**config.mk**
```make
export PLATFORM = sky130hd
export DESIGN_NAME = shift_sched
export DESIGN_NICKNAME = d
export VERILOG_FILES = /design/src/rtl/shift_sched.sv
export SDC_FILE = /design/constraint.sdc
export NUM_CORES = 1
export LEC_CHECK = 0
export ABC_CLOCK_PERIOD_IN_PS = 3300
export BUFFER_PORTS_ARGS = -buffer_cell sky130_fd_sc_hd__buf_2
export CAP_MARGIN = 20
export CORE_ASPECT_RATIO = 1.75
export CORE_MARGIN = 8
export CORE_UTILIZATION = 45
export CTS_BUF_LIST = sky130_fd_sc_hd__clkbuf_16
export CTS_CLUSTER_DIAMETER = 200
export DETAILED_ROUTE_END_ITERATION = 6
export HOLD_SLACK_MARGIN = 0.08
export PLACE_DENSITY = 0.8
export SLEW_MARGIN = 10
export SYNTH_ARGS = -nofsm -noshare
export SYNTH_HDL_FRONTEND = slang
export SYNTH_SLANG_ARGS = --single-unit
```
**constraint.sdc**
```tcl
create_clock -name clk -period 3.3 [get_ports clk]
set_input_delay 0 -clock clk [delete_from_list [all_inputs] [get_ports clk]]
set_output_delay 0 -clock clk [all_outputs]
set_load 0.005 [all_outputs]
```
**src/rtl/shift_sched.sv**
```systemverilog
// Two-requester front end for a shared external combinational shifter:
// round-robin grant, one operation in flight, registered result held until the consumer accepts it.
module shift_sched #(
   parameter int WIDTH = 32,
   parameter int SW    = 5,
   parameter int CNTW  = 16
) (
   input  logic               clk,
   input  logic               rst_n,
   input  logic [1:0]         req_valid,
   output logic [1:0]         req_ready,
   input  logic [2*WIDTH-1:0] req_data,
   input  logic [2*SW-1:0]    req_amt,
   input  logic [1:0]         req_left,
   input  logic [1:0]         req_log,
   output logic [WIDTH-1:0]   sh_X,
   output logic [SW-1:0]      sh_S,
   output logic               sh_LEFT,
   output logic               sh_LOG,
   input  logic [WIDTH-1:0]   sh_Z,
   output logic               res_valid,
   input  logic               res_ready,
   output logic [WIDTH-1:0]   res_data,
   output logic               res_src,
   output logic [CNTW-1:0]    op_count
);

   typedef enum logic [1:0] {
      IDLE = 2'd0,
      EXEC = 2'd1,
      RESP = 2'd2
   } state_t;

   state_t            state_q, state_d;
   logic              last_q, last_d;
   logic              gnt_idx_s;
   logic              gnt_s;
   logic [WIDTH-1:0]  x_q;
   logic [SW-1:0]     s_q;
   logic              left_q, log_q, src_q;
   logic [WIDTH-1:0]  res_data_q;
   logic              res_src_q;
   logic [CNTW-1:0]   op_count_q;

   // Next state, arbitration and the combinational accept strobe
   always_comb begin
      state_d   = state_q;
      last_d    = last_q;
      gnt_s     = 1'b0;
      gnt_idx_s = 1'b0;
      req_ready = 2'b00;
      // last_q holds the previous winner; a tie goes to the other requester
      if (req_valid == 2'b11) begin
         gnt_idx_s = ~last_q;
      end else begin
         gnt_idx_s = req_valid[1];
      end
      case (state_q)
         IDLE: begin
            if (|req_valid) begin
               gnt_s   = 1'b1;
               last_d  = gnt_idx_s;
               state_d = EXEC;
            end else begin
               state_d = IDLE;
            end
         end
         EXEC: state_d = RESP;
         RESP: begin
            if (res_ready) begin
               state_d = IDLE;
            end else begin
               state_d = RESP;
            end
         end
         default: state_d = IDLE;
      endcase
      if (gnt_s && rst_n) begin
         req_ready = gnt_idx_s ? 2'b10 : 2'b01;
      end else begin
         req_ready = 2'b00;
      end
   end

   // State, operand, result and counter registers
   always_ff @(posedge clk or negedge rst_n) begin
      if (!rst_n) begin
         state_q    <= IDLE;
         last_q     <= 1'b1;
         x_q        <= {WIDTH{1'b0}};
         s_q        <= {SW{1'b0}};
         left_q     <= 1'b0;
         log_q      <= 1'b0;
         src_q      <= 1'b0;
         res_data_q <= {WIDTH{1'b0}};
         res_src_q  <= 1'b0;
         op_count_q <= {CNTW{1'b0}};
      end else begin
         state_q <= state_d;
         last_q  <= last_d;
         if (gnt_s) begin
            x_q    <= gnt_idx_s ? req_data[2*WIDTH-1:WIDTH] : req_data[WIDTH-1:0];
            s_q    <= gnt_idx_s ? req_amt[2*SW-1:SW] : req_amt[SW-1:0];
            left_q <= req_left[gnt_idx_s];
            log_q  <= req_log[gnt_idx_s];
            src_q  <= gnt_idx_s;
         end
         if (state_q == EXEC) begin
            res_data_q <= sh_Z;
            res_src_q  <= src_q;
         end
         if ((state_q == RESP) && res_ready) begin
            op_count_q <= op_count_q + {{(CNTW-1){1'b0}}, 1'b1};
         end
      end
   end

   assign sh_X      = x_q;
   assign sh_S      = s_q;
   assign sh_LEFT   = left_q;
   assign sh_LOG    = log_q;
   assign res_valid = (state_q == RESP);
   assign res_data  = res_data_q;
   assign res_src   = res_src_q;
   assign op_count  = op_count_q;

endmodule

```
Word level (Yosys, flattened, before mapping)
Cells that the tools add are included.
- $add $sub $neg: 1
- order comparisons: 1
- eq/ne operators: 3
- multiplexer cells: 14
- bitwise gates (word level): 1
- reductions and logical operators: 5
- operators by type and width (operator ; count):
    $mux 32 ; 1
    $add 16x1->16 const B ; 1
    $mux 1 ; 8
    $mux 2 ; 3
    $pmux 2 s3 ; 1
    $mux 5 ; 1
    $eq 2x2->1 const B ; 2
    $eq 2x1->1 const B ; 1
    $logic_and 1x1->1 ; 2
    $logic_not 2->1 ; 1
    $lt 1x2->1 const B ; 1
    $reduce_and 2->1 ; 1
    $reduce_or 2->1 ; 1
    $not 1->1 ; 1
- register bits after elaboration: 92
- input port bits: 115
- output and inout port bits: 91
- logic and storage cells: 35

Depth between registers and ports, before layout
Gate-level depths: netlist of the first run.
- word-level depth: 5
- depth in mapped cells: 6

Least setup slack after synthesis of the first run
OpenSTA, ideal clock, no wires.
- path kind: reg2reg
- start: register state_q[1]
- end: register res_data_q[10] (netlist: res_data[10])
- arrival time: 1.201 ns
- setup slack: 1.971 ns
- cell stages (with the launch flop): 5
- path buffers: 2
- cell sequence: dfrtp_1 > nand2b_1 > buf_2 > buf_6 > mux2_1
- longest elaborated chain between the ends: 1
- ends and longest elaborated chain (what ; RTL line ; RTL):
    start, declared ; 34 ; state_t state_q, state_d;
    start signal, assigned ; 99 ; state_q <= state_d;
    $eq 2x1->1 ; 108 ; if (state_q == EXEC) begin
    end signal, assigned ; 95 ; res_data_q <= {WIDTH{1'b0}};
    end signal, assigned ; 109 ; res_data_q <= sh_Z;
    end, declared ; 41 ; logic [WIDTH-1:0] res_data_q;
Every way passes these cells.
A chain may end at the register's enable or synchronous reset.

Worst setup path after layout of the first run
- start: register last_q
- end: register x_q[19] (netlist: sh_X[19])
- longest elaborated chain between the ends: 3
- ends and longest elaborated chain (what ; RTL line ; RTL):
    start, declared ; 35 ; logic last_q, last_d;
    start signal, assigned ; 100 ; last_q <= last_d;
    $not 1->1 ; 54 ; gnt_idx_s = ~last_q;
    $mux 1 ; 53 ; if (req_valid == 2'b11) begin
    $mux 32 ; 102 ; x_q <= gnt_idx_s ? req_data[2*WIDTH-1:WIDTH] : req_data[WIDTH-1:0];
    end signal, assigned ; 90 ; x_q <= {WIDTH{1'b0}};
    end signal, assigned ; 102 ;
    end, declared ; 38 ; logic [WIDTH-1:0] x_q;
Every way passes these cells.

==> results_dict.tcl, run 1 <==
set metrics [dict create \
    status "finished, final reports clean" \
    path_buf_inv 2 \
    ys_types 34 \
    hold_viol_final 0 \
    swShare_pct 33.3 \
    ys_seq_elements 92 \
    synthCells 319 \
    worstMarginPinSlew_ns 0.799 \
    rsz0062_at_grt "no" \
    synthXorXnorAreaFrac_pct 3.33 \
    min_period_over_period_pct 72.4 \
    min_period_ns 2.39 \
    rrSetupSlack_ns 0.91 \
    via_count 3760 \
    clk_path_buf_depth 2 \
    crit_end "sh_X[19]" \
    synth-simple-area-share_pct 9.10 \
    tns_ns 0 \
    postCtsSetupBuffers 0 \
    seq_area_mm2 0.00230 \
    r2r_end "sh_X[19]" \
    clock_latency_ns 0.33 \
    r2r_cells 5 \
    grt_pass1_wl_mm 20.8 \
    p_seq_share_pct 39.5 \
    dp_hpwl_mm 7.71 \
    cp_top_family "buffers and inverters" \
    grt-ovfl-total 0 \
    antenna_found_initial 1 \
    power_density_mw_per_mm2 752 \
    place_congestion 0.706 \
    drv_cap 0 \
    comb_power_share_pct 39.0 \
    reg2reg_from "last_q" \
    crit_fanout 25 \
    skew_ns 0.00619 \
    vdd_drop_max_v 0.000435 \
    routed_wl_mm 13.2 \
    max-slew-margin-rel_pct 46.6 \
    via_per_inst 4.95 \
    p_switching_mw 1.63 \
    dieWidth_um 86.8 \
    multiInputGateArea_mm2 0.00151 \
    hp-class "input pin to asynchronous set/reset pin" \
    die_y_um 140 \
    htreeDepth 3 \
    synth_top_family_by_area "multiplexers" \
    cts_tree "yes" \
    synth_compound_area_share_pct 5.99 \
    num_io_pins 206 \
    path_cells "a21boi_4 -> buf_12 -> mux2i_1 -> dlygate4sd3_1 -> a21oi_1" \
    grt_util_all_layers_pct 22.2 \
    path_clk_slew_ns 0.06 \
    initial_core_util_pct 45.8 \
    critical_path.max_stage_delay_ns 0.64 \
    syn_area_per_cell_um2 12.4 \
    layout.nets 752 \
    root_buffer "clkbuf_16" \
    internal_power_mw 3.26 \
    critPathKind "register to register" \
    crit_path_start_kind "register" \
    fp-row-count 45 \
    worstPathRequired_ns 3.48 \
    slew_violations 0 \
    cts.sinks 92 \
    slowest_stage "a21boi_4" \
    drt_iter0_markers 104 \
    syn_nets 435 \
    clockPowerShare_pct 21.5 \
    utilization_pct 75.5 \
    wl_per_cell_um 17.5 \
    yosysSeqAreaShare_pct 58.4 \
    arrival_ns 2.57 \
    port_buffers 205 \
    setup_viol 0 \
    synth_warnings 0 \
    p_leak_nw 3.20 \
    fmax_mhz 419 \
    core_area_mm2 0.00861 \
    drc_errors 0 \
    ant_nets 0 \
    dieArea_mm2 0.0121 \
    muxShareOfSynthArea_pct 19.3 \
    grt_start_max_net_pins 61 \
    synthAdderAreaFrac_pct 0.317 \
    cts_buffers 9 \
    path_depth 5 \
    worstSetupEndpointType "register" \
    drt_first_pass_iters 4 \
    grt_pass1_vias 4257 \
    crit_path_start "last_q" \
    nFillCells 551 \
    areaGrowthSynthToFinish_pct 64.9 \
    layout-drive-gt1-share_pct 37.0 \
    synth.cell_area_mm2 0.00395 \
]
cell usage after synthesis, drive strengths merged:
cell    number  area [um2]
nor2        45         171
mux2        33         372
nand3b       1        20.0
or2b         1        7.51
nand4        3        18.8
o21ai        3        15.0
nand4b       1        15.0
o21a         1        7.51
buf         18         129
a21oi       40         200
inv          3        11.3
nor4         2        18.8
ha           1        12.5
nand3        6        30.0
nand2        6        22.5
xor2         6        52.6
dfrtp       91        2280
and2         1        6.26
mux2i       39         390
and3b        1        8.76
a31oi        1        6.26
xnor2        9        78.8
nand2b       1        6.26
nor3         2        21.3
and3         2        12.5
a21boi       1        7.51
dfstp        1        26.3
sequential cells by signal (all words and copies together), names as in the netlist:
register  flops
last_q        1
op_count     16
res_data     32
res_src       1
sh_LEFT       1
sh_LOG        1
sh_S          5
sh_X         32
src_q         1
state_q       2
power by group through the flow:
stage	combinational [mW]	clock (mW)	sequential (mW)
detailed placement	1.70	0	1.92
global route	2.08	1.12	1.99
CTS	1.86	1.08	1.91
floorplan	0.921	0	1.96
global placement	1.63	0	1.91
finish	1.91	1.05	1.93
area by class of cell:
type | count | share of cell area (%)
Antenna cell | 1 | 0.0385
Clock buffer | 9 | 3.46
Clock inverter | 7 | 1.29
Inverter | 3 | 0.173
Multi-Input combinational cell | 206 | 23.3
Sequential cell | 92 | 35.4
Tap cell | 117 | 2.25
Timing Repair Buffer | 324 | 34.1
metrics by stage:
stage,cells,power (mW),instance area (um2),setup slack [ns],hold WS (ns)
final,759,4.89,6510,0.912,0.295
after floorplan,319,2.88,3950,1.97,-0.296
after CTS,758,4.86,6500,0.985,0.288
after global routing,759,5.19,6510,0.801,0.370
after global placement,628,3.54,5050,1.40,0.0936
after detailed placement,628,3.62,5050,1.32,0.105
cells in the final DEF, fill, tap and decap left out, types with 2 or more instances in the layout:
cell type / count
buf_2: 204
dlygate4sd3_1: 114
dfrtp_1: 91
nor2_1: 44
a21oi_1: 40
mux2i_1: 39
mux2_1: 27
xnor2_1: 9
clkbuf_16: 9
mux2_2: 6
nand3_1: 6
nand2_1: 6
xor2_1: 6
inv_1: 5
buf_4: 5
nand4_1: 3
o21ai_0: 2
and3_1: 2
bufinv_16: 2
repair_timing:
item,4_1_cts,5_1_grt
hold buffers,114,0
hold endpoints to repair,131,0
resized for setup,0,0
worst reg2reg max path, delay by kind of cell (launching register included):
kind	cells	cell delay, ns
AO/OA/AOI/OAI	2	0.71
buffers and inverters	2	0.88
flip-flops	1	0.39
multiplexers	1	0.26
kinds of logic (layout without fill, tap and decap cells):
kind of cell	count (synthesis)	count (layout)
compound gates	46	46
xor+xnor	15	15
fa+ha+maj	1	1
buf+inv	21	343
flops	92	92
mux	72	72
other cells	0	1
simple gates	72	72
worst min path at each step:
stage	end	slack (ns)
6_report	res_data[3]	0.29
4_1_cts	res_data[28]	0.29
3_3_place_gp	res_data[18]	0.09
2_1_floorplan	op_count[0]	-0.30
5_1_grt	res_data[3]	0.37
3_5_place_dp	res_data[14]	0.10
per-layer routing:
| metal | global-route usage (%) | wire (um) |
|---|---|---|
| met5 | 0 | 0 |
| met1 | 20.7 | 4450 |
| met2 | 39.7 | 7190 |
| met4 | 13.4 | 640 |
| met3 | 7.37 | 961 |
Note: power is estimated with default switching activity, not from simulation.
==> inputs of run 2 (changes only) <==
ABC_CLOCK_PERIOD_IN_PS = 2000   (was 3300)
CORE_UTILIZATION = 41   (was 45)
PLACE_DENSITY = 0.77   (was 0.8)
clock period = 2 ns   (was 3.3 ns; I/O delays follow)
==> run 2 against run 1 <==
Clock power grew 53%. Maximum frequency is 26% higher. Largest cell class unchanged. Core utilization decreased by 6.2 points. Global-route usage decreased by 2.3 points. Register-to-register slack got worse by 0.81 ns. Die area grew 8.3%. Sequential power up 65%. Worst hold slack lost 0.16 ns. Critical path depth is the same. Routed wire length fell by 2.6%. Combinational power rose by 66%.
==> results_dict.tcl, run 2 (same netlist as run 1, synthesis figures left out) <==
set metrics [dict create \
    use_met1_pct 20.4 \
    cts_buffers 9 \
    min_period_over_period_pct 95.0 \
    arrival_ns 2.10 \
    grt_pass1_wl_mm 21.1 \
    top_usage_layer "met2" \
    setup_viol 0 \
    dp_hpwl_mm 8.00 \
    rrSetupSlack_ns 0.10 \
    routed_wl_mm 12.9 \
    worstPathRequired_ns 2.20 \
    drc_errors 0 \
    slew_violations 0 \
    areaGrowthSynthToFinish_pct 65.5 \
    die_y_um 146 \
    fin_cells 766 \
    grt_util_all_layers_pct 19.8 \
    antenna_found_initial 1 \
    final_common_cell "buf_2" \
    dieWidth_um 90.2 \
    dieArea_mm2 0.0131 \
    ant_nets 0 \
    num_io_pins 206 \
    min_period_ns 1.90 \
    crit_end "sh_X[14]" \
    cts.sinks 92 \
    worstSetupEndpointType "register" \
    hold_ws_ns 0.131 \
    initial_core_util_pct 41.9 \
    reg2reg_from "last_q" \
    via_count 3710 \
    port_buffers 205 \
    fp-row-count 47 \
    hold_viol_final 0 \
    dp_cells 635 \
    status "finished, final reports clean" \
    crit_path_start_kind "register" \
    total_power_mw 7.96 \
    path_clk_slew_ns 0.06 \
    use_met2_pct 34.7 \
    critPathKind "register to register" \
    power_density_mw_per_mm2 1220 \
    drt_first_pass_iters 4 \
    postPlaceCellArea_mm2 0.00509 \
    crit_path_start "last_q" \
    r2r_end "sh_X[14]" \
    worstMarginPinSlew_ns 0.418 \
    via_per_inst 4.84 \
    vdd_drop_max_v 0.000728 \
    p_leak_nw 3.20 \
    wl_per_cell_um 16.8 \
    fin_area_mm2 0.00653 \
    final_cell_mix "buf_2 (204), dlygate4sd3_1 (114), dfrtp_1 (91)" \
    postCtsSetupBuffers 0 \
    crit_fanout 21 \
    grt_pass1_vias 4236 \
    core_area_mm2 0.00941 \
    grt_start_max_net_pins 52 \
    root_buffer "clkbuf_16" \
    clock_latency_ns 0.33 \
    place_congestion 0.759 \
    cts_tree "yes" \
    skew_ns 0.00574 \
    drv_cap 0 \
    clk_path_buf_depth 2 \
    r2r_cells 5 \
    max-slew-margin-rel_pct 72.1 \
    hp-class "input pin to asynchronous set/reset pin" \
    drt_iter0_markers 78 \
    layout.nets 754 \
    htreeDepth 3 \
    fmax_mhz 527 \
    layout-drive-gt1-share_pct 37.0 \
    global_route.usage.met3_pct 6.56 \
    grt-ovfl-total 0 \
]
## run 2: changes by cell type in the layout (fill, tap and decap cells not counted), sizes merged
cell / previous run / this run
buf: 210 / 212
bufinv: 2 / 1
clkinvlp: 1 / 2
## run 2: area by class of cell
type | count | area [um2]
Multi-Input combinational cell | 206 | 1510
Clock inverter | 7 | 60.1
Clock buffer | 9 | 225
Antenna cell | 1 | 2.50
Timing Repair Buffer | 326 | 2260
Sequential cell | 92 | 2300
Fill cell | 652 | 2880
Inverter | 3 | 11.3
Tap cell | 122 | 153
## run 2: worst min-delay path by stage
stage / slack (ns) / start / depth (start not counted) / to
floorplan: -0.30 / rst_n / 0 / op_count[0]
global placement: -0.07 / rst_n / 1 / res_data[17]
detailed placement: -0.06 / rst_n / 1 / res_data[17]
CTS: 0.13 / rst_n / 2 / res_data[27]
global route: 0.15 / rst_n / 2 / res_data[17]
finish: 0.13 / rst_n / 2 / res_data[17]
## run 2: worst max-delay path, cell delays in order (launching register included)
cell and delay (ns):
dfstp_2 0.39, a21boi_4 0.18, buf_6 0.27, mux2i_1 0.26, dlygate4sd3_1 0.59, a21oi_1 0.07
## run 2: power by group
group | switching [mW] | internal [mW] | total, mW
combinational | 1.53 | 1.64 | 3.17
clock | 0.663 | 0.950 | 1.61
sequential | 0.480 | 2.70 | 3.18
## run 2: per-layer routing
layer  share of wire, %  up-vias
met5                  0        -
met4                4.3        0
met3                7.5       44
met2                 52      179
met1                 36     1755
li1                   -     1732
## run 2: timing repair
item,in CTS,in global routing
endpoints found under the hold margin,165,0
gates resized for setup,0,3
hold buffers,114,0
endpoints found under the setup margin,0,11
## run 2: stage by stage
step / setup WS (ns) / util [%] / setup TNS (ns)
2_1_floorplan: 0.671 / - / 0
3_3_place_gp: 0.574 / 54.1 / 0
3_5_place_dp: 0.422 / 54.1 / 0
4_1_cts: 0.0853 / 69.2 / 0
5_1_grt: -0.00407 / 69.4 / -0.00407
6_report: 0.101 / 69.4 / 0
